## src/rtl/pc_fetch_unit.sv

```systemverilog
// Program-counter / instruction-fetch stage: fetches from instruction memory over a
// variable-latency req/ack handshake, with a one-entry skid for stall and squash-on-redirect.
module pc_fetch_unit #(
  parameter logic [7:0]  RESET_VECTOR = 8'h00,
  parameter logic [23:0] NOP_WORD     = 24'h000000
) (
  input  logic        clk,
  input  logic        reset,
  input  logic [7:0]  jmp_loc,
  input  logic        pc_mux_sel,
  input  logic        stall,
  output logic        imem_req,
  output logic [7:0]  imem_addr,
  input  logic        imem_ack,
  input  logic [23:0] imem_rdata,
  output logic [23:0] ins,
  output logic [7:0]  Current_Address,
  output logic        ins_valid
);

  typedef enum logic [1:0] {
    IDLE  = 2'd0,
    REQ   = 2'd1,
    FULL  = 2'd2,
    RSVD  = 2'd3
  } state_t;

  state_t      state_q, state_d;
  logic [7:0]  pc_q, pc_d;
  logic [23:0] ins_q, ins_d;
  logic [7:0]  cur_addr_q, cur_addr_d;
  logic        ins_valid_q, ins_valid_d;
  logic        redirect_pending_q, redirect_pending_d;
  logic [7:0]  redir_addr_q, redir_addr_d;
  logic [23:0] skid_ins_q, skid_ins_d;
  logic [7:0]  skid_addr_q, skid_addr_d;

  // Instruction handed to the output register this cycle, if any.
  logic        load;
  logic [23:0] load_ins;
  logic [7:0]  load_addr;

  assign imem_req        = (state_q == REQ);
  assign imem_addr       = pc_q;
  assign ins             = ins_q;
  assign Current_Address = cur_addr_q;
  assign ins_valid       = ins_valid_q;

  always_comb begin
    // NOTE: every _d starts as its _q (hold) so no path through this block infers a latch.
    state_d            = state_q;
    pc_d               = pc_q;
    redirect_pending_d = redirect_pending_q;
    redir_addr_d       = redir_addr_q;
    skid_ins_d         = skid_ins_q;
    skid_addr_d        = skid_addr_q;
    ins_d              = ins_q;
    cur_addr_d         = cur_addr_q;
    ins_valid_d        = ins_valid_q;
    load               = 1'b0;
    load_ins           = NOP_WORD;
    load_addr          = pc_q;

    unique case (state_q)
      IDLE: begin
        state_d = REQ;
        if (pc_mux_sel) pc_d = jmp_loc;
      end

      REQ: begin
        if (imem_ack) begin
          if (pc_mux_sel || redirect_pending_q) begin
            // Returned word belongs to the squashed path; re-request at the target.
            pc_d               = pc_mux_sel ? jmp_loc : redir_addr_q;
            redirect_pending_d = 1'b0;
          end else if (!stall) begin
            load      = 1'b1;
            load_ins  = imem_rdata;
            load_addr = pc_q;
            pc_d      = pc_q + 8'd1;
          end else begin
            skid_ins_d  = imem_rdata;
            skid_addr_d = pc_q;
            pc_d        = pc_q + 8'd1;
            state_d     = FULL;
          end
        end else if (pc_mux_sel) begin
          // Address must stay stable until the ack, so remember the target (latest wins).
          redirect_pending_d = 1'b1;
          redir_addr_d       = jmp_loc;
        end
      end

      FULL: begin
        if (pc_mux_sel) begin
          pc_d    = jmp_loc;
          state_d = REQ;
        end else if (!stall) begin
          load      = 1'b1;
          load_ins  = skid_ins_q;
          load_addr = skid_addr_q;
          state_d   = REQ;
        end
      end

      default: begin
        state_d            = IDLE;
        redirect_pending_d = 1'b0;
      end
    endcase

    if (pc_mux_sel) begin
      ins_d       = NOP_WORD;
      ins_valid_d = 1'b0;
    end else if (stall) begin
      ins_d       = ins_q;
      ins_valid_d = ins_valid_q;
    end else if (load) begin
      ins_d       = load_ins;
      cur_addr_d  = load_addr;
      ins_valid_d = 1'b1;
    end else begin
      ins_d       = NOP_WORD;
      ins_valid_d = 1'b0;
    end
  end

  always_ff @(posedge clk or negedge reset) begin
    if (!reset) begin
      state_q            <= IDLE;
      pc_q               <= RESET_VECTOR;
      ins_q              <= NOP_WORD;
      cur_addr_q         <= RESET_VECTOR;
      ins_valid_q        <= 1'b0;
      redirect_pending_q <= 1'b0;
      redir_addr_q       <= 8'h00;
      skid_ins_q         <= 24'h000000;
      skid_addr_q        <= 8'h00;
    end else begin
      // NOTE: non-blocking so every flop updates from the same pre-edge values.
      state_q            <= state_d;
      pc_q               <= pc_d;
      ins_q              <= ins_d;
      cur_addr_q         <= cur_addr_d;
      ins_valid_q        <= ins_valid_d;
      redirect_pending_q <= redirect_pending_d;
      redir_addr_q       <= redir_addr_d;
      skid_ins_q         <= skid_ins_d;
      skid_addr_q        <= skid_addr_d;
    end
  end

endmodule

```

## config.mk

```make
export PLATFORM = sky130hd
export DESIGN_NAME = pc_fetch_unit
export DESIGN_NICKNAME = d
export VERILOG_FILES = /design/src/rtl/pc_fetch_unit.sv
export SDC_FILE = /design/constraint.sdc
export NUM_CORES = 1
export LEC_CHECK = 0
export CAP_MARGIN = 30
export CORE_AREA = 2 2 91 93
export CTS_CLUSTER_DIAMETER = 200
export CTS_CLUSTER_SIZE = 25
export DETAILED_ROUTE_END_ITERATION = 10
export DIE_AREA = 0 0 93 95
export DONT_BUFFER_PORTS = 1
export PLACE_DENSITY = 0.78
export RECOVER_POWER = 100
export SYNTH_ARGS = -nofsm -noshare
export SYNTH_HDL_FRONTEND = slang
export SYNTH_SLANG_ARGS = --single-unit
```

## constraint.sdc

```tcl
create_clock -name clk -period 1.7 [get_ports clk]
set_clock_uncertainty 0.1 [all_clocks]
set_input_delay 0.255 -clock clk [delete_from_list [all_inputs] [get_ports clk]]
set_output_delay 0.255 -clock clk [all_outputs]
set_load 0.03 [all_outputs]
```

== Yosys cells after proc, flatten, opt, wreduce, memory -nomap -nowiden ==
Index checks and enable logic that the tools add are counted.
Word-level totals
  register bits after elaboration: 84
  bits of input ports: 37
  output and inout port bits: 42
  word-level logic and storage cells: 65
Cells by class
  add/subtract/negate cells: 1
  equal/unequal tests: 10
  multiplexer cells: 30
  bitwise operators: 5
  reduce and logical (&&, ||, !) cells: 10
Operator list (count)
  24-bit 2-to-1 mux: 5
  24-bit one-hot mux with 2 select lines: 1
  8-bit 2-to-1 mux: 5
  8-bit one-hot mux with 2 select lines: 1
  1-bit 2-to-1 mux: 10
  2-bit 2-to-1 mux: 5
  3-bit AND reduction: 3
  8-bit by 1-bit adder with 8-bit output (second input constant): 1
  4-bit AND reduction: 2
  2-bit inequality test (second input constant): 3
  3-bit by 2-bit inequality test with 1-bit output (second input constant): 2
  2-bit one-hot mux with 3 select lines: 1
  1-bit inverter: 5
  2-bit by 1-bit inequality test with 1-bit output (second input constant): 2
  1-bit one-hot mux with 2 select lines: 2
  3-bit inequality test (second input constant): 1
  2-bit by 1-bit == test with 1-bit output (second input constant): 1
  2-bit == test (second input constant): 1
  2-bit logical NOT: 1
  2-bit AND reduction: 1
  2-bit nonzero test: 1
  2-bit OR reduction: 1
  1-bit logical OR: 1

== Logic depth before layout (Yosys ltp) ==
Gate-level depths: netlist of the first run.
  word-level depth: 7
  depth in mapped cells: 8

== Least setup slack after synthesis of the first run ==
OpenSTA, ideal clock, no wires.
  kind: register to register
  from: register state_q[1]
  to: register skid_addr_q[0]
  setup time: 0.125 ns
  arrival: 1.804 ns
  data required time: 1.475 ns
  setup slack: -0.329 ns
  cell stages (with the launch flop): 8
  period minus slack after synthesis: 2.029 ns
  path through: dfrtp_1 -> inv_1 -> ha_1 -> and4bb_1 -> buf_4 -> nand2_4 -> buf_6 -> mux2_4
Between the ends
  cells in the longest elaborated chain, start to end: 2
RTL lines
  from (decl): line 28  | state_t state_q, state_d;
  from (signal assigned): line 141  | state_q <= state_d;
  2-bit by 1-bit == test with 1-bit output
  via imem_req: line 12  | output logic imem_req,
  4-bit AND reduction (no line)
  to (signal assigned): line 149  | skid_addr_q <= skid_addr_d;
  to (decl): line 36  | logic [7:0] skid_addr_q, skid_addr_d;
The timed path passes the listed nets, and every way through them passes these cells.
A chain may end at the register's enable or synchronous reset.

== Worst setup path after layout of the first run ==
  from: register state_q[1]
  to: register skid_ins_q[12]
Between the ends
  cells in the longest elaborated chain, start to end: 2
RTL lines
  2-bit by 1-bit == test with 1-bit output: line 64  | unique case (state_q)
  4-bit AND reduction (no line)
  to (signal assigned): line 148  | skid_ins_q <= skid_ins_d;
  to (decl): line 35  | logic [23:0] skid_ins_q, skid_ins_d;
Every way passes these cells.

==> metrics, run 1 <==
status=finished with violations; violated checks=hold timing, setup timing; Nets=439; global routing usage on met2=0.354; fin util=0.631; Final Max Slew Viols=0; Final min period=1.81 ns; Hold Slack=-0.500 ns; initial antenna violation count=0; Final Hold Viols=85; required time of the worst setup path=1.83 ns; RSZ-0062 raised after global routing=yes; GRT Util Overall=0.209; reg-to-reg slack, setup=-0.11 ns; Syn Inst Count=335; TritonCTS Sinks=84; root buffer cell=clkbuf_8; Max VDD drop=0.944 mV; grt met1 use=0.266; fin area=5010 um^2; most frequent cells in the layout=dfrtp_1, nand2_1, mux2_4, dlygate4sd3_1, a22oi_1; global-route wire length before repair=14,400 um; Die X=93 um; commonest non-fill, non-tap cell in the layout=dfrtp_1; # H-tree levels=3; routability cong.=0.837; I/O Buffers=0; Synth Net Count=377; period utilisation layout=1.07; max cap viols=0; Final WS setup=-0.112 ns; worst-margin pin slew=0.466 ns; # setup viols final=42; Seq cells post-synth=84; R2R depth=6; Cell variety after synth=39; crit-path max FO=8; die area=8840 um^2; Hold Path Class=in -> async; layer with the highest usage=met2; DIE HEIGHT=95 um; clock buffer count from CTS=9; Worst Setup Path Type=reg -> reg; n_diodes=0; vias in the first global route=2,838; DR pass1 iterations=5; Initial Utilization=0.499; Startpoint Class=flop; DRC=0; crit path DAT=1.94 ns; P&R area growth vs syn=26.5%; pwr/cell area=1630 nW/um^2; Post-DP Area=4290 um^2; Slew HR=0.689; ANT nets after route=0; WL/cell=18.6 um; R2R Path Start=state_q[1]$_DFFE_PN0P_; GR Util met3=0.0646; sequential fraction of the synthesis area=0.531; floorplan row count=33; CTS Buffer Depth=2; leakage=2.24 nW; First DRT Iteration DRCs=129; YS warnings=0; total number of vias=2,878; Max Fclk=552 MHz; CTS tree=built; fraction of layout cells with a size suffix above 1=0.286; Worst setup EP type=flop; reg2reg end=skid_ins_q[12]$_DFFE_PN0P_; I/O Pins=79; pin count of the biggest net entering global routing=85; syn_area_per_cell=11.8 um^2; clk_lat worst skew=0.34 ns; hpwl dp=5690 um; mapped cell area=3960 um^2; Routed WL=9450 um; dpl ws=-0.126 ns; average vias per placed instance=5.68; Worst-path clk slew=0.09 ns; grt total ovfl=0; Core ar.=7930 um^2
==> synthesized netlist by cell type, drive strengths merged <==
cell type | instances | share of area
dfrtp | 84 | 0.53
nand2 | 49 | 0.048
mux2 | 41 | 0.15
o21ai | 40 | 0.051
a22oi | 25 | 0.047
buf | 17 | 0.029
mux2i | 12 | 0.030
nor2 | 9 | 0.0085
a21oi | 5 | 0.0063
clkbuf | 5 | 0.0047
ha | 5 | 0.016
inv | 4 | 0.0038
nand3b | 4 | 0.0076
a221oi | 3 | 0.0066
a31oi | 3 | 0.0047
nand2b | 3 | 0.0047
o211ai | 3 | 0.0070
a21boi | 2 | 0.0038
a41oi | 2 | 0.0044
and4 | 2 | 0.0044
nand3 | 2 | 0.0025
nor2b | 2 | 0.0032
o22a | 2 | 0.0044
o31ai | 2 | 0.0038
xnor2 | 2 | 0.0044
a22o | 1 | 0.0022
a2bb2oi | 1 | 0.0022
and4bb | 1 | 0.0032
nand4 | 1 | 0.0016
nor3 | 1 | 0.0041
o211a | 1 | 0.0025
or2 | 1 | 0.0016
==> metrics by stage <==
stage          setup TNS (ns)  instances  power [mW]
2_1_floorplan           -3.17        335        5.46
3_3_place_gp            -1.35        452        6.16
3_5_place_dp            -4.97        452        6.30
4_1_cts                 -1.81        502        7.93
5_1_grt                 -6.29        507        8.66
6_report                -2.87        507        8.18
==> registers in the layout, indices dropped and copies added (netlist names) <==
| name | cells |
|---|---|
| ins_valid | 1 |
| state_q | 2 |
| skid_addr_q | 8 |
| skid_ins_q | 24 |
| imem_addr | 8 |
| Current_Address | 8 |
| redirect_pending_q | 1 |
| ins | 24 |
| redir_addr_q | 8 |
==> worst max-delay path by stage <==
stage                                start                         end  slack, ns  depth (start not counted)
global route        state_q[1]$_DFFE_PN0P_  skid_ins_q[12]$_DFFE_PN0P_      -0.15                          6
floorplan           state_q[1]$_DFFE_PN0P_  skid_addr_q[0]$_DFFE_PN0P_      -0.09                          7
finish              state_q[1]$_DFFE_PN0P_  skid_ins_q[12]$_DFFE_PN0P_      -0.11                          6
global placement    state_q[0]$_DFFE_PN0P_    imem_addr[4]$_DFFE_PN0P_      -0.08                          7
detailed placement  state_q[1]$_DFFE_PN0P_         ins[19]$_DFFE_PN0P_      -0.13                          6
CTS                 state_q[1]$_DFFE_PN0P_    imem_addr[6]$_DFFE_PN0P_      -0.08                          7
==> power breakdown <==
group / internal [mW] / switching, mW / leakage [nW]
Sequential: 2.70 / 0.752 / 1.06
Clock: 0.690 / 0.738 / 0.104
Combinational: 1.82 / 1.49 / 1.08
Total: 5.21 / 2.98 / 2.24
==> routing by layer <==
metal,share of wire,vias up
met3,0.074,2
li1,-,1330
met2,0.50,108
met1,0.42,1438
met4,0.0022,0
met5,0,-
==> cell families after synthesis <==
| logic type | synth area share |
|---|---|
| compound gates | 0.146 |
| xor+xnor | 0.00443 |
| fa+ha+maj | 0.0158 |
| buf+inv | 0.0376 |
| flops | 0.531 |
| mux | 0.175 |
| simple gates | 0.0898 |
==> layout make-up <==
type	count	area (um^2)
sequential	84	2100
tap	105	131
fill	591	2920
clock inverter	7	75.1
inverter	4	20.0
multi-input combinational	225	1830
timing repair buffer	73	726
clock buffer	9	124
==> worst max-delay path, cell delays in order (launching register included) <==
cell,delay [ns]
dfrtp_2,0.46
inv_4,0.09
ha_4,0.15
and4bb_4,0.32
nand2_8,0.11
clkbuf_16,0.18
mux2_4,0.30
==> repair_timing <==
action,4_1_cts,5_1_grt
hold buffers,32,1
setup endpoints to repair,72,81
gates resized for setup,12,42
pin swaps,5,10
cloned,0,1
endpoints found under the hold margin,122,85
setup buffers,2,3
Power figures use the tool's default switching activity.
==> run 2: changes to the inputs <==
--- a/config.mk
+++ b/config.mk
@@ -7,11 +7,12 @@
 export LEC_CHECK = 0
 export CAP_MARGIN = 30
 export CORE_AREA = 2 2 91 93
+export CTS_BUF_LIST = sky130_fd_sc_hd__clkbuf_8
 export CTS_CLUSTER_DIAMETER = 200
-export CTS_CLUSTER_SIZE = 25
 export DETAILED_ROUTE_END_ITERATION = 10
 export DIE_AREA = 0 0 93 95
 export DONT_BUFFER_PORTS = 1
+export GPL_ROUTABILITY_DRIVEN = 1
 export PLACE_DENSITY = 0.78
 export RECOVER_POWER = 100
 export SYNTH_ARGS = -nofsm -noshare
==> results of run 2 <==
Final layout, timing and power as in run 1 (identical DEF).
